**src/rtl/ks_pluck_ctrl.sv**
```systemverilog
// ks_pluck_ctrl: Karplus-Strong voice sequencer (noise burst, ring, damp to muted idle).
// Define KS_NOTE_QUEUE_EN to add a one-entry note buffer that chains bursts back to back.
module ks_pluck_ctrl #(
  parameter int          MIN_PERIOD  = 2,
  parameter int          SUSTAIN_MAX = 48000,
  parameter int          DAMP_STEP   = 8,
  parameter int          DAMP_LEN    = 1024,
  parameter logic [23:0] LFSR_SEED   = 24'h5A5A5A
) (
  input  logic        lrck,
  input  logic        rst,
  input  logic        note_valid,
  output logic        note_ready,
  input  logic [10:0] note_period,
  input  logic [9:0]  note_stretch,
  input  logic [7:0]  note_gain,
  input  logic        note_off,
  output logic        excite,
  output logic [23:0] exc_sample,
  output logic [9:0]  stretch,
  output logic [10:0] period,
  output logic        mute,
  output logic [1:0]  state
);
  localparam int          SW       = $clog2(SUSTAIN_MAX + 1);
  localparam int          DW       = $clog2(DAMP_LEN + 1);
  localparam logic [9:0]  STR_REST = 10'd512;
  localparam logic [23:0] TAPS     = 24'hE10000;
  typedef enum logic [1:0] {IDLE = 2'd0, EXCITE = 2'd1, RING = 2'd2, DAMP = 2'd3} st_t;
  st_t                st_q, st_n;
  logic [23:0]        lfsr_q, lfsr_n;
  logic [10:0]        cnt_q, cnt_n, per_n, sp, per_in, s_up, s_dn;
  logic [SW-1:0]      sus_q, sus_n;
  logic [DW-1:0]      dcnt_q, dcnt_n;
  logic [9:0]         str_n, ss, str_step;
  logic [7:0]         gain_q, gain_n, sg;
  logic               pend_q, pend_n, mute_n, acc, start, rdy_n;
  logic signed [32:0] a, b, prod;
`ifdef KS_NOTE_QUEUE_EN
  logic               qv_q, qv_n;
  logic [10:0]        qper_q, qper_n;
  logic [9:0]         qstr_q, qstr_n;
  logic [7:0]         qgain_q, qgain_n;
`endif
  assign state  = st_q;
  assign lfsr_n = {1'b0, lfsr_q[23:1]} ^ (lfsr_q[0] ? TAPS : 24'd0);
  assign per_in = note_period < 11'(MIN_PERIOD) ? 11'(MIN_PERIOD) : note_period;
  assign s_up   = {1'b0, stretch} + 11'(DAMP_STEP);
  assign s_dn   = {1'b0, stretch} - 11'(DAMP_STEP);
  assign str_step = stretch < STR_REST ? (s_up > 11'd512 ? STR_REST : s_up[9:0])
                                       : (s_dn < 11'd512 ? STR_REST : s_dn[9:0]);
  always_comb begin
    acc    = note_valid && note_ready;
    st_n   = st_q;
    cnt_n  = cnt_q;
    sus_n  = sus_q;
    dcnt_n = dcnt_q;
    per_n  = period;
    gain_n = gain_q;
    pend_n = pend_q;
    str_n  = stretch;
    mute_n = mute;
    start  = acc;
    sp     = per_in;
    ss     = note_stretch;
    sg     = note_gain;
`ifdef KS_NOTE_QUEUE_EN
    qv_n    = qv_q;
    qper_n  = qper_q;
    qstr_n  = qstr_q;
    qgain_n = qgain_q;
`endif
    case (st_q)
      EXCITE: begin
        pend_n = pend_q || (note_off && !acc);
`ifdef KS_NOTE_QUEUE_EN
        // a buffered note takes over the moment the running burst ends
        start = (cnt_q == 11'd0) && (qv_q || acc);
        if (cnt_q == 11'd0 && qv_q) begin
          sp   = qper_q;
          ss   = qstr_q;
          sg   = qgain_q;
          qv_n = 1'b0;
        end else if (acc && cnt_q != 11'd0) begin
          qv_n    = 1'b1;
          qper_n  = per_in;
          qstr_n  = note_stretch;
          qgain_n = note_gain;
        end
`endif
        if (cnt_q != 11'd0) cnt_n = cnt_q - 11'd1;
        else if (pend_n) begin
          st_n   = DAMP;
          dcnt_n = '0;
        end else begin
          st_n  = RING;
          sus_n = '0;
        end
      end
      RING:
        if (note_off || sus_q == SW'(SUSTAIN_MAX - 1)) begin
          st_n   = DAMP;
          dcnt_n = '0;
        end else sus_n = sus_q + SW'(1);
      DAMP:
        if (dcnt_q == DW'(DAMP_LEN - 1)) begin
          st_n   = IDLE;
          mute_n = 1'b1;
          str_n  = STR_REST;
        end else begin
          dcnt_n = dcnt_q + DW'(1);
          str_n  = str_step;
        end
      default: ;
    endcase
    // an accepted note overrides whatever the current state decided, including note_off
    if (start) begin
      st_n   = EXCITE;
      per_n  = sp;
      str_n  = ss;
      gain_n = sg;
      cnt_n  = sp - 11'd1;
      pend_n = 1'b0;
      mute_n = 1'b0;
    end
`ifdef KS_NOTE_QUEUE_EN
    rdy_n = st_n != EXCITE || !qv_n;
`else
    rdy_n = st_n != EXCITE;
`endif
    a    = {{9{lfsr_q[23]}}, lfsr_q};
    b    = {25'd0, gain_n};
    prod = a * b;
  end
  always_ff @(posedge lrck or posedge rst)
    if (rst) begin
      st_q       <= IDLE;
      lfsr_q     <= LFSR_SEED;
      cnt_q      <= '0;
      sus_q      <= '0;
      dcnt_q     <= '0;
      gain_q     <= '0;
      pend_q     <= 1'b0;
      excite     <= 1'b0;
      exc_sample <= '0;
      stretch    <= STR_REST;
      period     <= 11'(MIN_PERIOD);
      mute       <= 1'b1;
      note_ready <= 1'b1;
    end else begin
      st_q       <= st_n;
      lfsr_q     <= lfsr_n;
      cnt_q      <= cnt_n;
      sus_q      <= sus_n;
      dcnt_q     <= dcnt_n;
      gain_q     <= gain_n;
      pend_q     <= pend_n;
      excite     <= st_n == EXCITE;
      exc_sample <= st_n == EXCITE ? 24'(prod >>> 8) : 24'd0;
      stretch    <= str_n;
      period     <= per_n;
      mute       <= mute_n;
      note_ready <= rdy_n;
    end
`ifdef KS_NOTE_QUEUE_EN
  always_ff @(posedge lrck or posedge rst)
    if (rst) begin
      qv_q    <= 1'b0;
      qper_q  <= '0;
      qstr_q  <= '0;
      qgain_q <= '0;
    end else begin
      qv_q    <= qv_n;
      qper_q  <= qper_n;
      qstr_q  <= qstr_n;
      qgain_q <= qgain_n;
    end
`endif
endmodule
```
**config.mk**
```make
export PLATFORM = sky130hd
export DESIGN_NAME = ks_pluck_ctrl
export DESIGN_NICKNAME = d
export VERILOG_FILES = /design/src/rtl/ks_pluck_ctrl.sv
export SDC_FILE = /design/constraint.sdc
export NUM_CORES = 1
export LEC_CHECK = 0
export ABC_AREA = 1
export BUFFER_PORTS_ARGS = -buffer_cell sky130_fd_sc_hd__buf_2
export CAP_MARGIN = 5
export CORE_MARGIN = 2
export CORE_UTILIZATION = 63
export CTS_CLUSTER_DIAMETER = 80
export DETAILED_ROUTE_END_ITERATION = 12
export PLACE_DENSITY = 0.88
export SYNTH_ARGS = -nofsm -noshare
export SYNTH_HDL_FRONTEND = slang
export SYNTH_SLANG_ARGS = --single-unit
```
**constraint.sdc**
```tcl
create_clock -name lrck -period 14.73 [get_ports lrck]
set_clock_uncertainty 0.2 [all_clocks]
set_input_delay 2.2095 -clock lrck [delete_from_list [all_inputs] [get_ports lrck]]
set_output_delay 2.2095 -clock lrck [all_outputs]
set_load 0.01 [all_outputs]
```
Word level (Yosys, flattened, before mapping)
Cells that the tools add are included.

RAM bits: 0. Logic and storage cells: 87. Bits in latches: 0. ROM bits: 0. Input bits: 33. Bits in registers: 121. Memories: 0. Output and inout port bits: 50.

Bitwise operators: 1. Shifts and indexed selects: 0. Mux-type cells: 33. Div/mod/pow operators: 0. $mul: 1. $add $sub $neg: 6. Magnitude comparators: 4. Equality and inequality tests: 13. Reductions and logical operators: 16.

Operators with widths (count): $mux 11 (8); $mux 10 (6); $mux 16 (3); $mux 24 (2); $pmux 11 s3 (1); $mul 24x9->32 (1); $pmux 16 s2 (1); $xor 23x24->24 (1); $sub 11x1->11 const B (2); $add 16x1->16 const B (1); $eq 16x16->1 const B (1); $ne 2x2->1 const B (6); $add 10x4->11 const B (1); $add 11x1->11 const B (1); $eq 11x10->1 const B (1); $gt 11x10->1 const B (1); $lt 11x10->1 const B (1); $lt 11x2->1 const B (1); $reduce_bool 11->1 (1); $sub 10x4->11 const B (1); $lt 10x10->1 const B (1); $reduce_bool 2->1 (5); $mux 2 (4); $mux 8 (1); other kinds (12) (22).

Depth between registers and ports, before layout
Gate-level depths: netlist (run 1).

Word-level depth: 10. Depth in mapped cells: 28. Depth with buffers taken out: 25.

Worst setup path before layout (run 1)
Ideal clock, no wire load.

Kind: input -> register. Start: in note_valid. End: reg exc_sample[23]. Buffers on the path: 3. Library setup time: 119 ps. Arrival: 6701 ps. Stages: 27. Data required time: 14411 ps. Setup slack: 7710 ps. Cell sequence: nand2_2 -> inv_2 -> buf_6 -> buf_6 -> or2_2 -> o21ai_4 -> buf_2 -> nor2_1 -> fa_1 -> inv_1 -> fa_1 -> inv_1 -> fa_1 -> inv_1 -> fa_1 -> inv_1 -> ha_1 -> nand2_1 -> inv_1 -> nand3_1 -> nor2_1 -> inv_1 -> nor2_1 -> nor3_1 -> nand3_1 -> nand2_1 -> nor2_1.

Longest elaborated chain between the ends: 10. Elaborated cells between the ends (all ways): 12. Those cells by class: 1 x mul; 1 x eq/ne; 6 x mux; 4 x reduce/logical.

RTL lines: start: declaration (RTL line 12) `input logic note_valid,`; $logic_and 1x1->1 * (RTL line 53) `acc = note_valid && note_ready;`; parallel branches: the longest is 8 deep, another holds $mul 24x9->32; $mux 24 * (RTL line 159) `exc_sample <= st_n == EXCITE ? 24'(prod >>> 8) : 24'd0;`; end signal: assignment (RTL line 159); end: declaration (RTL line 19) `output logic [23:0] exc_sample,`.

Every way passes the cells marked *. A chain may end at the register's enable or synchronous reset.

Final worst setup path (run 1)
Start: in note_valid. End: reg exc_sample[17].

Same word-level chain as after synthesis.

==> out/summary.log, run 1 <==
[timing] worst rel slew slack 33.3%
[detailed_routing] post-detailed-routing wire length 32,600 um
[worst_setup_path] crit-path max FO 39
[worst_hold_path] class of the most critical hold timing path reg -> reg
[floorplan] overall die width 145 um
[synthesis] area fraction in and, or, nand and nor cells after synthesis 22.9%
[cts] CTS resizes 0
[synthesis] number of nets in the synthesized netlist 1,811
[power_and_ir_drop] Switching Power 187 uW
[floorplan] overall die area 20,900 sq um
[worst_setup_path] Register-to-Register Setup Slack 7.88 ns
[timing] maximum frequency from static timing analysis 0.122 GHz
[cts] cts bufs inserted 17
[detailed_routing] number of violations reported at the end of detailed-routing iteration 0 857
[timing] count of endpoints failing hold in the final timing report 0
[floorplan] IO Pins 83
[timing] period utilization 55.5%
[cts] clock tree from TritonCTS done
[detailed_routing] Detail Route Antenna Nets 0
[cts] Root Driver sky130_fd_sc_hd__clkbuf_16
[detailed_routing] final routed DRC violation total 0
[detailed_routing] drt via density 5.61
[cells_and_area] Layout Nets 1,883
[timing] unrepaired setup endpoints after global routing false
[run] Maximum Capacitance Violations 0
[cts] deepest clock path buffer count 2
[synthesis] average footprint of a synthesized cell 7.97 sq um
[cts] clock edge transition at the registers on the reported setup and hold paths 0.06 ns
[timing] Worst-Margin Slew 1.00 ns
[cells_and_area] share of cells above drive strength 1 12.0%
[cells_and_area] Area growth syn-to-layout 9.27%
[worst_setup_path] WP data required 14.91 ns
[floorplan] floorplan row count 51
[cts] hold buffer count at cts 0
[power_and_ir_drop] part of the total power dissipated in sequential elements 42.8%
[global_route] GRT Residual Overflow 0
[synthesis] multiplexer share of the synthesized area 0.361%
[synthesis] xor/xnor share of the synthesized area 2.88%
[placed_design] final RePlAce weighted congestion 0.953
[synthesis] post-synthesis instance area 12,500 sq um
[timing] Final Critical Period 8.18 ns
[power_and_ir_drop] switching power as a share of total power 24.1%
[worst_setup_path] Critical Path End Type flip-flop
[cts] clock network latency to the later pin of the worst-skew pair 0.44 ns
[synthesis] fraction of synthesis flops using an asynchronous set or reset pin 100%
[synthesis] number of flops mapped to enable cells by yosys 0
[synthesis] sequential-to-total area share from yosys stat 24.5%
[detailed_routing] Detail Route met2 WL 16,400 um
[detailed_routing] met1 wire length 12,200 um
[global_route] via count of the first global-routing pass 10.9k
[cells_and_area] Core Util, Final 70.0%
[synthesis] Yosys warning count 0
[placed_design] Port-buffer cells 82
[floorplan] initial core utilization 64.0%
[power_and_ir_drop] clock share of power 55.4%
[timing] Setup-failing EPs final 0
[timing] Max Transition Viols Final 0
[power_and_ir_drop] logic gate share of total power 1.7%
[power_and_ir_drop] Peak supply drop 0.0701 mV
[global_route] first-pass GRT wire length 52,900 um
[outcome] outcome finished clean
[synthesis] dominant register cell in the synthesized netlist sky130_fd_sc_hd__dfrtp_1
[power_and_ir_drop] internal power 589 uW
[timing] post-route setup TNS 0 ns
[detailed_routing] total via count in the routed design 10.7k
[worst_setup_path] critical path start-end classification in -> reg
[synthesis] combinational family with the most area after synthesis adder cells
[global_route] overall fraction of global-route tracks in use 33.2%
[cells_and_area] antenna cells 0
[detailed_routing] count of TritonRoute iterations in the first routing pass 7
[placed_design] Final HPWL DP 24,800 um
[global_route] pin count of the biggest net entering global routing 81
[synthesis] synthesized-area fraction occupied by adder cells 30.4%
[synthesis] cell type with the highest aggregate area in the netlist sky130_fd_sc_hd__fa_1
[synthesis] number of distinct library cells after synthesis 50
[global_route] initial antenna violation count 0
[power_and_ir_drop] static power due to leakage 0.00716 uW
[cts] number of setup buffers added after CTS 0
[cts] # H-tree levels 4
[floorplan] floorplan core area 19,500 sq um
[synthesis] synthesized instance count 1,563
[worst_setup_path] startpoint type of the worst setup path input pin
[synthesis] biggest area contributors in the synthesized netlist sky130_fd_sc_hd__fa_1 (24%), sky130_fd_sc_hd__dfrtp_1 (21%), sky130_fd_sc_hd__inv_1 (10%)
[floorplan] floorplan die height 145 um
[detailed_routing] Met3 Routed Length 2360 um
[synthesis] Synth top area share 23.6%
[detailed_routing] routed len/inst 17.1 um
[cts] sink count of the clock tree 121
[detailed_routing] uppermost routed layer met4
[power_and_ir_drop] power density cells 57.0 nW/um^2
[synthesis] flop and latch count out of synthesis 121
[synthesis] Synth Area in Compound Gates 6.85%
[worst_setup_path] arrival time at the worst endpoint 8.36 ns
[final cells by class]
type,instances,area [sq um]
Multi-Input combinational cell,1063,7910
Fill cell,1456,5840
Sequential cell,121,3050
Inverter,347,1310
Timing Repair Buffer,85,433
Clock buffer,18,429
Tap cell,265,332
Clock inverter,14,161
[layout by cell type (no fill, tap or decap), drive strengths merged, types with 2 or more instances in the layout]
cell / instances
o21a: 4
xnor2: 16
a21o: 2
fa: 147
nand4: 13
dfrtp: 105
buf: 85
clkinvlp: 2
nor3: 26
o211ai: 2
nor2: 218
nor4: 3
o22ai: 4
mux2: 4
bufinv: 2
clkbuf: 18
inv: 351
a211oi: 2
o21ai: 69
or2: 6
a31oi: 8
ha: 68
xor2: 25
clkinv: 6
a21oi: 42
o21bai: 3
dfstp: 16
nand3: 74
nand2: 319
a21boi: 2
[cells in the mapped netlist, drive strengths merged, types with 16 or more instances]
cell type	number
inv	345
nand2	319
nor2	218
fa	147
dfrtp	105
nand3	74
o21ai	69
ha	68
a21oi	42
nor3	26
xor2	25
buf	20
dfstp	16
xnor2	16
[power groups by stage]
stage | Clock [uW] | Sequential (uW) | Combinational, uW
finish | 430 | 333 | 13.5
global route | 446 | 332 | 15.5
CTS | 430 | 333 | 13.9
detailed placement | 0 | 339 | 13.8
global placement | 0 | 339 | 13.5
floorplan | 0 | 339 | 5.67
[critical path: stages]
cell and delay [ns]:
sky130_fd_sc_hd__buf_2 0.11, sky130_fd_sc_hd__nand2_2 0.05, sky130_fd_sc_hd__buf_4 0.25, sky130_fd_sc_hd__inv_2 0.56
sky130_fd_sc_hd__or2_2 0.22, sky130_fd_sc_hd__o21ai_0 0.16, sky130_fd_sc_hd__inv_1 0.61, sky130_fd_sc_hd__nand2_1 0.19
sky130_fd_sc_hd__fa_1 0.58, sky130_fd_sc_hd__inv_1 0.06, sky130_fd_sc_hd__fa_1 0.48, sky130_fd_sc_hd__fa_1 0.49
sky130_fd_sc_hd__inv_1 0.05, sky130_fd_sc_hd__fa_1 0.58, sky130_fd_sc_hd__inv_1 0.07, sky130_fd_sc_hd__ha_1 0.35
sky130_fd_sc_hd__a21oi_1 0.24, sky130_fd_sc_hd__o21ai_0 0.13, sky130_fd_sc_hd__a21oi_1 0.13, sky130_fd_sc_hd__nand2_1 0.18
sky130_fd_sc_hd__nand2_1 0.13, sky130_fd_sc_hd__nand2_1 0.11, sky130_fd_sc_hd__nand2_1 0.10, sky130_fd_sc_hd__nand2_1 0.08
sky130_fd_sc_hd__nand2_1 0.07, sky130_fd_sc_hd__nand2_1 0.05, sky130_fd_sc_hd__nor2_1 0.09
[cells by family after synthesis]
family	Yosys count
buffers and inverters	379
AND/OR/NAND/NOR	661
AO/OA/AOI/OAI	142
flip-flops	121
adder cells (fa/ha/maj)	215
XOR/XNOR	41
multiplexers	4
[stage by stage]
stage | cells | hold WS (ns) | area [sq um] | total power [uW] | setup slack (ns)
detailed placement | 1881 | 0.185 | 13000 | 352 | 6.22
global placement | 1881 | 0.183 | 13000 | 352 | 6.32
CTS | 1913 | 0.198 | 13600 | 777 | 6.66
finish | 1913 | 0.198 | 13600 | 776 | 6.55
floorplan | 1563 | 0.149 | 12500 | 344 | 7.71
global route | 1913 | 0.202 | 13600 | 794 | 6.14
[state kept, by name, summed over array words and instances (netlist names), 2 cells and up]
signal / count
sus_q: 16
state: 2
dcnt_q: 11
gain_q: 8
lfsr_q: 24
stretch: 10
cnt_q: 11
exc_sample: 24
period: 11
[per-layer routing]
metal	up-vias	track usage, %
met5	-	0
met4	0	16.2
met3	137	5.59
met2	555	57.1
met1	5174	40.9
li1	4872	-
[worst paths after layout]
check / from / end / cells past startpoint
max in group asynchronous: rst / exc_sample[10]$_DFF_PP0_ / 3
max reg2reg: note_ready$_DFF_PP1_ / exc_sample[17]$_DFF_PP0_ / 26
max: note_valid / exc_sample[17]$_DFF_PP0_ / 27
min reg2reg: lfsr_q[1]$_DFF_PP1_ / lfsr_q[0]$_DFF_PP0_ / 0
min in group asynchronous: rst / sus_q[4]$_DFFE_PP0P_ / 2
min: lfsr_q[1]$_DFF_PP1_ / lfsr_q[0]$_DFF_PP0_ / 0
No activity file was read; power rests on OpenSTA's default activity.
==> inputs of run 2 (changes only) <==
- CORE_UTILIZATION: 63 -> 57
- PLACE_DENSITY: 0.88 -> 0.84
- clock period: 14.73 -> 7 ns (I/O delays scaled with it)
==> out/summary.log, run 2 (synthesis results as in run 1) <==
[worst_setup_path] startpoint type of the worst setup path input pin [unchanged]
[cts] number of setup buffers added after CTS 0 [unchanged]
[cells_and_area] antenna cells 0 [unchanged]
[timing] unrepaired setup endpoints after global routing false [unchanged]
[detailed_routing] count of TritonRoute iterations in the first routing pass 5 [was 7]
[cts] deepest clock path buffer count 2 [unchanged]
[cts] clock edge transition at the registers on the reported setup and hold paths 0.06 ns [about the same]
[worst_setup_path] crit-path max FO 21 [was 39]
[worst_setup_path] family with the most delay on the worst path adder cells [unchanged]
[cts] clock network latency to the later pin of the worst-skew pair 0.44 ns [about the same]
[timing] Max Transition Viols Final 0 [unchanged]
[global_route] initial antenna violation count 0 [unchanged]
[cts] cts bufs inserted 17 [unchanged]
[worst_setup_path] arrival time at the worst endpoint 6.38 ns [was 8.36 ns]
[power_and_ir_drop] switching power as a share of total power 25.3% [was 24.1%]
[detailed_routing] total via count in the routed design 10.7k [about the same]
[cts] clock tree from TritonCTS done [unchanged]
[timing] post-route setup TNS 0 ns [unchanged]
[floorplan] overall die area 23,100 sq um [was 20,900 sq um]
[placed_design] final RePlAce weighted congestion 0.972 [was 0.953]
[timing] Final Critical Period 6.26 ns
[global_route] first-pass GRT wire length 54,800 um [was 52,900 um]
[cells_and_area] share of cells above drive strength 1 12.2% [was 12.0%]
[power_and_ir_drop] static power due to leakage 0.00718 uW [was 0.00716 uW]
[timing] count of endpoints failing hold in the final timing report 0 [unchanged]
[timing] period utilization 89.4%
[floorplan] floorplan core area 21,600 sq um [was 19,500 sq um]
[global_route] pin count of the biggest net entering global routing 68 [was 81]
[cts] hold buffer count at cts 0 [unchanged]
[cells_and_area] most common library cell in the layout ignoring fill and taps sky130_fd_sc_hd__inv_1 [unchanged]
[global_route] via count of the first global-routing pass 11.4k [was 10.9k]
[cells_and_area] leading cell types in the layout, fill and taps excluded sky130_fd_sc_hd__inv_1 (337), sky130_fd_sc_hd__nand2_1 (301), sky130_fd_sc_hd__nor2_1 (213) [unchanged]
[power_and_ir_drop] part of the total power dissipated in sequential elements 43.2% [was 42.8%]
[power_and_ir_drop] power density cells 119 nW/um^2 [was 57.0 nW/um^2]
[worst_setup_path] Crit path buffers/inverters 6 [was 7]
[cells_and_area] Layout Nets 1,887 [was 1,883]
[power_and_ir_drop] logic gate share of total power 1.8% [was 1.7%]
[detailed_routing] routed len/inst 16.3 um [was 17.1 um]
[cts] # H-tree levels 4 [unchanged]
[worst_setup_path] cell with the largest stage delay on the worst path sky130_fd_sc_hd__inv_1 [unchanged]
[cts] CTS resizes 0 [unchanged]
[detailed_routing] Detail Route Antenna Nets 0 [unchanged]
[timing] maximum frequency from static timing analysis 0.160 GHz
[placed_design] Port-buffer cells 82 [unchanged]
[cells_and_area] combined area of the multi-input logic cells 7910 sq um [unchanged]
[floorplan] IO Pins 83 [unchanged]
[power_and_ir_drop] total power consumption of the routed design 1620 uW [was 776 uW]
[worst_hold_path] class of the most critical hold timing path reg -> reg [unchanged]
[floorplan] floorplan die height 152 um [was 145 um]
[power_and_ir_drop] clock share of power 55.1% [was 55.4%]
[cells_and_area] largest registers in the final layout exc_sample: 24 flops, lfsr_q: 24 flops, sus_q: 16 flops [unchanged]
[power_and_ir_drop] Switching Power 410 uW [was 187 uW]
[power_and_ir_drop] Peak supply drop 0.128 mV [was 0.0701 mV]
[cts] sink count of the clock tree 121 [unchanged]
[floorplan] initial core utilization 57.7% [was 64.0%]
[cts] Root Driver sky130_fd_sc_hd__clkbuf_16 [unchanged]
[global_route] GRT Residual Overflow 0 [unchanged]
[worst_setup_path] critical path start-end classification in -> reg [unchanged]
[detailed_routing] post-detailed-routing wire length 31,500 um [was 32,600 um]
[cells_and_area] total of fill cells in the finished design 1,757 [was 1,456]
[timing] Worst-Margin Slew 0.944 ns [was 1.00 ns]
[global_route] overall fraction of global-route tracks in use 29.4% [was 33.2%]
[detailed_routing] number of violations reported at the end of detailed-routing iteration 0 803 [was 857]
[timing] Setup-failing EPs final 0 [unchanged]
[worst_setup_path] Critical Path End Type flip-flop [unchanged]
[detailed_routing] drt via density 5.53 [was 5.61]
[worst_setup_path] WP data required 7.12 ns [was 14.91 ns]
[power_and_ir_drop] internal power 1210 uW [was 589 uW]
[placed_design] Final HPWL DP 24,100 um [was 24,800 um]
[outcome] outcome finished clean [unchanged]
[floorplan] floorplan row count 54 [was 51]
[timing] worst rel slew slack 37.0% [was 33.3%]
[run] Maximum Capacitance Violations 0 [unchanged]
[floorplan] overall die width 152 um [was 145 um]
[worst_setup_path] CP peak stage delay 0.70 ns [was 0.61 ns]
[detailed_routing] final routed DRC violation total 0 [unchanged]
[cells_and_area] Storage cell area 3050 sq um [unchanged]
[cells_and_area] Area growth syn-to-layout 9.67% [was 9.27%]
[run 2: changes by cell type in the layout (fill, tap and decap cells not counted), sizes merged]
cell,delta
buf,+4
clkinv,-2
inv,+4
bufinv,-1
clkbuf,-1
[run 2: per-stage QoR]
step | setup slack [ns] | utilization (%) | std cells | hold WS [ns] | cell area, sq um
after floorplan | 1.14 | - | 1563 | 0.149 | 12500
final | 0.744 | 63.2 | 1932 | 0.197 | 13700
after detailed placement | 0.352 | 60.5 | 1900 | 0.190 | 13100
after CTS | 0.792 | 63.2 | 1932 | 0.197 | 13700
after global placement | 0.497 | 60.5 | 1900 | 0.191 | 13100
after global routing | 0.371 | 63.2 | 1932 | 0.204 | 13700
[run 2: layout make-up]
class,count,area share (%)
multi-input combinational,1063,57.9
sequential,121,22.3
inverter,347,9.55
timing repair buffer,89,3.48
clock buffer,17,3.11
tap,280,2.56
clock inverter,15,1.13
[run 2: power groups by stage]
stage / combinational, uW / clock (uW) / sequential, uW
final: 28.5 / 892 / 700
after global routing: 32.8 / 935 / 699
after CTS: 29.4 / 897 / 700
after detailed placement: 29.2 / 0 / 712
after global placement: 28.9 / 0 / 712
after floorplan: 11.9 / 0 / 712
[run 2: path summary, 6_finish.rpt]
kind | start | to | slack (ns) | cells past startpoint
setup / recovery | note_valid | exc_sample[23]$_DFF_PP0_ | 0.74 | 25
hold / removal | lfsr_q[1]$_DFF_PP1_ | lfsr_q[0]$_DFF_PP0_ | 0.20 | 0
setup reg to reg | note_ready$_DFF_PP1_ | exc_sample[23]$_DFF_PP0_ | 0.91 | 24
hold reg to reg | lfsr_q[1]$_DFF_PP1_ | lfsr_q[0]$_DFF_PP0_ | 0.20 | 0
max in group asynchronous | rst | lfsr_q[23]$_DFF_PP0_ | 4.71 | 3
min in group asynchronous | rst | sus_q[1]$_DFFE_PP0P_ | 0.60 | 2
[run 2: per-layer routing]
layer	part of all wire [%]	GRT usage (%)	vias up
met3	7.1	5.22	107
met4	3.8	13.7	0
li1	-	-	4892
met1	38	36.4	5237
met2	51	50.3	451
met5	0	0	-
